[src/rtl/alu_ctrl_pkg.sv]
// Shared ALU control definitions for the EX stage.
// Holds the 4-bit ALU control codes produced by the ALU control decoder
// and the state encoding for the multi-cycle multiply/divide unit.
package alu_ctrl_pkg;

  localparam logic [3:0] ALU_AND  = 4'b0000;
  localparam logic [3:0] ALU_OR   = 4'b0001;
  localparam logic [3:0] ALU_ADD  = 4'b0010;
  localparam logic [3:0] ALU_MULT = 4'b0101;
  localparam logic [3:0] ALU_SUB  = 4'b0110;
  localparam logic [3:0] ALU_SLT  = 4'b0111;
  localparam logic [3:0] ALU_DIV  = 4'b1011;
  localparam logic [3:0] ALU_NOR  = 4'b1100;

  typedef enum logic [1:0] {
    IDLE,
    RUN,
    FIX
  } mdu_state_e;

endpackage

[src/rtl/mdu_iter_step.sv]
// Single iteration of the multiply/divide datapath (purely combinational).
// Ports:
//   is_div   : 1 = restoring-divide step, 0 = shift-add multiply step
//   acc      : current accumulator {upper, lower}
//              mult: {partial product, remaining multiplier bits}
//              div : {partial remainder, dividend bits / quotient bits}
//   operand  : |A| (multiplicand) for mult, |B| (divisor) for div
//   acc_next : accumulator after one iteration
module mdu_iter_step #(
  parameter int unsigned WIDTH = 32
) (
  input  logic                 is_div,
  input  logic [2*WIDTH-1:0]   acc,
  input  logic [WIDTH-1:0]     operand,
  output logic [2*WIDTH-1:0]   acc_next
);

  logic [WIDTH:0]   sum;
  logic [WIDTH:0]   shifted;
  logic [WIDTH:0]   trial;
  logic [WIDTH-1:0] rem;

  always_comb begin
    // mult: add multiplicand into the upper half when the multiplier LSB is
    // set, then shift the whole accumulator right (carry enters at the top).
    sum = {1'b0, acc[2*WIDTH-1:WIDTH]} + (acc[0] ? {1'b0, operand} : '0);

    // div: shift the next dividend bit into the remainder, trial-subtract,
    // restore on borrow; the quotient bit enters at the LSB.
    shifted = {acc[2*WIDTH-1:WIDTH], acc[WIDTH-1]};
    trial   = shifted - {1'b0, operand};
    rem     = trial[WIDTH] ? shifted[WIDTH-1:0] : trial[WIDTH-1:0];

    if (is_div)
      acc_next = {rem, acc[WIDTH-2:0], ~trial[WIDTH]};
    else
      acc_next = {sum, acc[WIDTH-1:1]};
  end

endmodule

[src/rtl/mult_div_unit.sv]
// Multi-cycle signed multiply/divide unit writing HI/LO.
// Ports:
//   Clk, Reset    : rising-edge clock, asynchronous active-high reset
//   Start         : request strobe, acted on only in IDLE with mult/div code
//   ALU_Control   : 4-bit ALU code; ALU_MULT and ALU_DIV are executed
//   A, B          : two's complement operands (stable at the accepting edge)
//   Busy          : high while an operation is in RUN/FIX
//   Done          : one-cycle pulse when HI/LO are written
//   DivByZero     : last divide had B == 0, cleared by the next accepted Start
//   HI, LO        : product high/low, or remainder/quotient
module mult_div_unit
  import alu_ctrl_pkg::*;
#(
  parameter int unsigned WIDTH = 32
) (
  input  logic             Clk,
  input  logic             Reset,
  input  logic             Start,
  input  logic [3:0]       ALU_Control,
  input  logic [WIDTH-1:0] A,
  input  logic [WIDTH-1:0] B,
  output logic             Busy,
  output logic             Done,
  output logic             DivByZero,
  output logic [WIDTH-1:0] HI,
  output logic [WIDTH-1:0] LO
);

  localparam int unsigned CW = (WIDTH > 1) ? $clog2(WIDTH) : 1;

  mdu_state_e         state, state_next;
  logic               op_div, sign_a, sign_b;
  logic [WIDTH-1:0]   mag_a, mag_b;
  logic [WIDTH-1:0]   a_mag_in, b_mag_in;
  logic [2*WIDTH-1:0] acc, acc_next, prod;
  logic [CW-1:0]      cnt;
  logic               is_code, load, step, finish;
  logic [WIDTH-1:0]   hi_res, lo_res;

  assign is_code  = (ALU_Control == ALU_MULT) || (ALU_Control == ALU_DIV);
  assign a_mag_in = A[WIDTH-1] ? -A : A;
  assign b_mag_in = B[WIDTH-1] ? -B : B;

  mdu_iter_step #(
    .WIDTH (WIDTH)
  ) u_step (
    .is_div   (op_div),
    .acc      (acc),
    .operand  (op_div ? mag_b : mag_a),
    .acc_next (acc_next)
  );

  always_ff @(posedge Clk or posedge Reset) begin
    if (Reset) state <= IDLE;
    else       state <= state_next;
  end

  always_comb begin
    state_next = state;
    load       = 1'b0;
    step       = 1'b0;
    finish     = 1'b0;
    case (state)
      IDLE: if (Start && is_code) begin
        load       = 1'b1;
        state_next = RUN;
      end
      RUN: begin
        step = 1'b1;
        if (cnt == CW'(WIDTH-1)) state_next = FIX;
      end
      FIX: begin
        finish     = 1'b1;
        state_next = IDLE;
      end
      default: state_next = IDLE;
    endcase
  end

  // Sign fix. For a zero divisor the restoring loop leaves remainder = |A|
  // and quotient = all ones, so giving the remainder A's sign reproduces A
  // in HI; only the quotient negation must be suppressed.
  always_comb begin
    prod   = (sign_a ^ sign_b) ? -acc : acc;
    hi_res = prod[2*WIDTH-1:WIDTH];
    lo_res = prod[WIDTH-1:0];
    if (op_div) begin
      hi_res = sign_a ? -acc[2*WIDTH-1:WIDTH] : acc[2*WIDTH-1:WIDTH];
      lo_res = ((sign_a ^ sign_b) && (mag_b != '0)) ? -acc[WIDTH-1:0]
                                                     : acc[WIDTH-1:0];
    end
  end

  always_ff @(posedge Clk or posedge Reset) begin
    if (Reset) begin
      op_div    <= 1'b0;
      sign_a    <= 1'b0;
      sign_b    <= 1'b0;
      mag_a     <= '0;
      mag_b     <= '0;
      acc       <= '0;
      cnt       <= '0;
      HI        <= '0;
      LO        <= '0;
      Busy      <= 1'b0;
      Done      <= 1'b0;
      DivByZero <= 1'b0;
    end else begin
      Done <= 1'b0;
      if (load) begin
        op_div    <= (ALU_Control == ALU_DIV);
        sign_a    <= A[WIDTH-1];
        sign_b    <= B[WIDTH-1];
        mag_a     <= a_mag_in;
        mag_b     <= b_mag_in;
        acc       <= {{WIDTH{1'b0}}, (ALU_Control == ALU_DIV) ? a_mag_in : b_mag_in};
        cnt       <= '0;
        DivByZero <= 1'b0;
        Busy      <= 1'b1;
      end
      if (step) begin
        acc <= acc_next;
        cnt <= cnt + 1'b1;
      end
      if (finish) begin
        HI        <= hi_res;
        LO        <= lo_res;
        DivByZero <= op_div && (mag_b == '0);
        Busy      <= 1'b0;
        Done      <= 1'b1;
      end
    end
  end

endmodule

[config.mk]
export PLATFORM = sky130hd
export DESIGN_NAME = mult_div_unit
export DESIGN_NICKNAME = d
export VERILOG_FILES = /design/src/rtl/alu_ctrl_pkg.sv /design/src/rtl/mdu_iter_step.sv /design/src/rtl/mult_div_unit.sv
export SDC_FILE = /design/constraint.sdc
export NUM_CORES = 1
export LEC_CHECK = 0
export BUFFER_PORTS_ARGS = -buffer_cell sky130_fd_sc_hd__buf_4
export CAP_MARGIN = 20
export CORE_AREA = 2 2 174 176
export DETAILED_ROUTE_END_ITERATION = 8
export DIE_AREA = 0 0 176 178
export PLACE_DENSITY = 0.7
export SLEW_MARGIN = 0
export SYNTH_ARGS = -nofsm -noshare
export SYNTH_HDL_FRONTEND = slang
export SYNTH_HIERARCHICAL = 1
export SYNTH_SLANG_ARGS = --single-unit
export TNS_END_PERCENT = 10
[constraint.sdc]
create_clock -name Clk -period 22.1 [get_ports Clk]
set_clock_uncertainty 0.15 [all_clocks]
set_input_delay 4.42 -clock Clk [delete_from_list [all_inputs] [get_ports Clk]]
set_output_delay 4.42 -clock Clk [all_outputs]
set_load 0.01 [all_outputs]
==> reports/summary.txt <==
Clk pwr share - 0.128
Setup-failing EPs final - 0
Status - complete, no violations
CTS buffer count - 24
Core box area - 0.0294 sq mm
Yosys top cell by area - dfrtp_1
Nets - 2133
Post-Syn Area - 0.0160 sq mm
# IOs - 138
Hold Worst Slack - 319 ps
Fillers - 2638
Crit-path cells - buf_4 -> or4_4 -> or4b_1 -> or3_1 -> or3_1 -> or4_1 -> o211ai_1
Via Count - 14900
CP delay by family, top - simple AND/OR/NAND/NOR gates
CTS resizes - 0
Comb pwr share - 0.640
Period utilisation layout - 0.311
Measured slew at the worst slew-check pin - 982 ps
Synth area leaders - dfrtp_1 (32%), nand2_1 (6.6%), o21ai_0 (6.4%)
CP arrival - 7160 ps
Worst EP required - 22380 ps
Post-synth top area share - 0.321
Int Power - 0.00155 W
GRT Residual Overflow - 0
Number of DRC markers in iteration 0 - 1399
Number of synthesized flops with an enable pin - 0
Port Buffers - 137
Seq pwr share - 0.232
Gr usage total - 0.320
CTS tree - built
Worst Path Buf+Inv - 1
Final TNS setup - 0 ps
Setup bufs post-CTS - 0
# hold bufs at CTS - 0
Gp weighted congestion - 0.947
Ys Warns - 6
CP max stage delay - 550 ps
First-pass GRT wire length - 78900 um
Hpwl dp - 37100 um
Drt first pass iters - 6
Synthesized instance count - 1925
Area Overhead vs Synth - 12.4%
Post-route ant nets - 0
Post-synth ARST share - 1.00
# DRC - 0
Die height - 178 um
Fmax - 145 MHz
Crit path top cell by count - or3_1
Initial antenna violation count - 0
Final core utilization - 0.611
Number of diodes - 0
Psw - 0.00156 W
Critical-path top delay cell - or4_4
DR WL/cell - 21.1 um
Avg Cell Area, Syn - 8.30 sq um
Pin count of the biggest net entering global routing - 130
Clock-pin slew on the worst setup and hold paths - 60 ps
Worst skew pair latency - 530 ps
CTS Sinks - 205
RSZ-0062 raised after global routing - no
Sw Share - 0.502
P_leak - 8.21 nW
Core Rows - 63
CTS max path bufs - 3
Vias in the first global route - 14100
H-tree levels - 1
Dominant synthesized flop cell - dfrtp_1
VDD IR-drop max - 0.271 mV
Power Dens Cells - 174 mW/mm^2
CP endpoint kind - flip-flop
Root buffer cell - clkbuf_16
Max-cap viol count - 0
Kind of critical path - in2reg
Die Wd - 176 um
Worst setup SP type - input port
Slew HR - 0.346
Die area - 0.0313 sq mm
Synth Register Bits - 205
Mapped Nets - 2068
Share of layout cells above drive strength 1 - 0.154
Final Hold Vio Count - 0
Sequential area share after synthesis - 0.321
Slew Limit Fails - 0
Library cells used by synthesis - 80
Hold/Removal Path Class - reg2reg
Starting Density - 0.544
Post-Route WL - 50500 um
Minimum clock period - 6880 ps
Vias per cell - 6.23
Critical path fanouts, max - 11
[state kept, by name (all words and copies together), names as in the netlist]
signal	count
sign_b	1
sign_a	1
LO	32
Busy	1
Done	1
acc	64
mag_a	32
op_div	1
DivByZero	1
mag_b	32
cnt	5
state	2
HI	32
[power groups by stage]
stage | sequential [W] | clock, W | combinational [W]
CTS | 0.000716 | 0.000401 | 0.00197
detailed placement | 0.000722 | 0 | 0.00196
global placement | 0.000718 | 0 | 0.00193
floorplan | 0.000619 | 0 | 0.00157
finish | 0.000723 | 0.000398 | 0.00200
global route | 0.000740 | 0.000413 | 0.00220
[metrics by stage]
step | total power (W) | cells | worst slack (ps) | area, sq um
4_1_cts | 0.00309 | 2394 | 15250 | 17900
2_1_floorplan | 0.00219 | 1925 | 11930 | 16000
3_3_place_gp | 0.00265 | 2353 | 14760 | 17100
5_1_grt | 0.00335 | 2395 | 15160 | 18000
3_5_place_dp | 0.00268 | 2353 | 14730 | 17100
6_report | 0.00312 | 2395 | 15220 | 18000
[placed cells by master, fill, tap and decap left out, types with 29 or more instances in the layout]
cell,instances
a21o_1,35
a21oi_1,109
and2_1,38
and3_1,29
buf_4,151
dfrtp_1,204
ha_1,70
inv_1,56
mux2_2,72
nand2_1,279
nand3_1,56
nor2_1,79
nor3_1,35
o21ai_0,203
xnor2_1,63
xor2_1,109
[worst register-to-register path: stages (launching register included)]
cell and delay [ps]:
dfrtp_4 880, buf_4 740, mux2_2 450, ha_1 230
fa_1 410, nor2b_1 190, o31ai_1 170, a21o_1 280
o211ai_4 330, a31oi_4 180, o211ai_4 190, buf_4 570
nor2_1 290, a21o_1 250, a22oi_1 190, o221ai_1 150
[cell usage after synthesis (26+ instances only)]
library cell    n
clkbuf_1       91
xor2_1        109
and2_1         38
ha_1           70
o21ai_0       203
inv_1          57
o31ai_1        28
a21oi_1       109
mux2_2         72
nor4_1         28
and3_1         29
nor2_1         79
nand3_1        56
dfrtp_1       205
o221ai_1       26
xnor2_1        63
nand2_1       279
a21o_1         35
nor3_1         35
[kinds of logic after synthesis]
family / after synthesis / share of synthesized area
DFF: 205 / 0.321
muxes: 81 / 0.0564
and+or+nand+nor: 657 / 0.198
xor gates and xnor gates: 172 / 0.0943
buffers and inverters: 171 / 0.0441
AOI/OAI and AO/OA: 567 / 0.229
adders and majority gates: 72 / 0.0573
[path summary, 6_finish.rpt]
| path | start | to | slack (ps) | cells after the start |
|---|---|---|---|---|
| max | B[11] | acc[31] | 15220 | 7 |
| min | HI[1] | HI[1] | 320 | 2 |
| max reg2reg | op_div | acc[0] | 16330 | 15 |
| min reg2reg | HI[1] | HI[1] | 320 | 2 |
| max in group asynchronous | Reset | mag_a[11] | 16710 | 3 |
| min in group asynchronous | Reset | LO[9] | 3800 | 2 |
[final cells by class]
class / count / area [sq um] / share of cell area
multi-input cells: 1549 / 10200 / 0.566
flip-flops and latches: 205 / 5130 / 0.286
clock buffers: 29 / 681 / 0.0379
repair buffers: 152 / 1160 / 0.0647
inverters: 58 / 225 / 0.0125
well taps: 390 / 488 / 0.0272
clock inverters: 12 / 103 / 0.00571
[layer usage]
| metal | global-route usage | routed length [um] | up-vias |
|---|---|---|---|
| met5 | 0 | 0 | - |
| met4 | 0.124 | 2070 | 0 |
| met3 | 0.0490 | 3750 | 130 |
| met1 | 0.447 | 22000 | 7105 |
| met2 | 0.501 | 22600 | 587 |
| li1 | - | - | 7099 |
(Power assumes the default switching activity.)
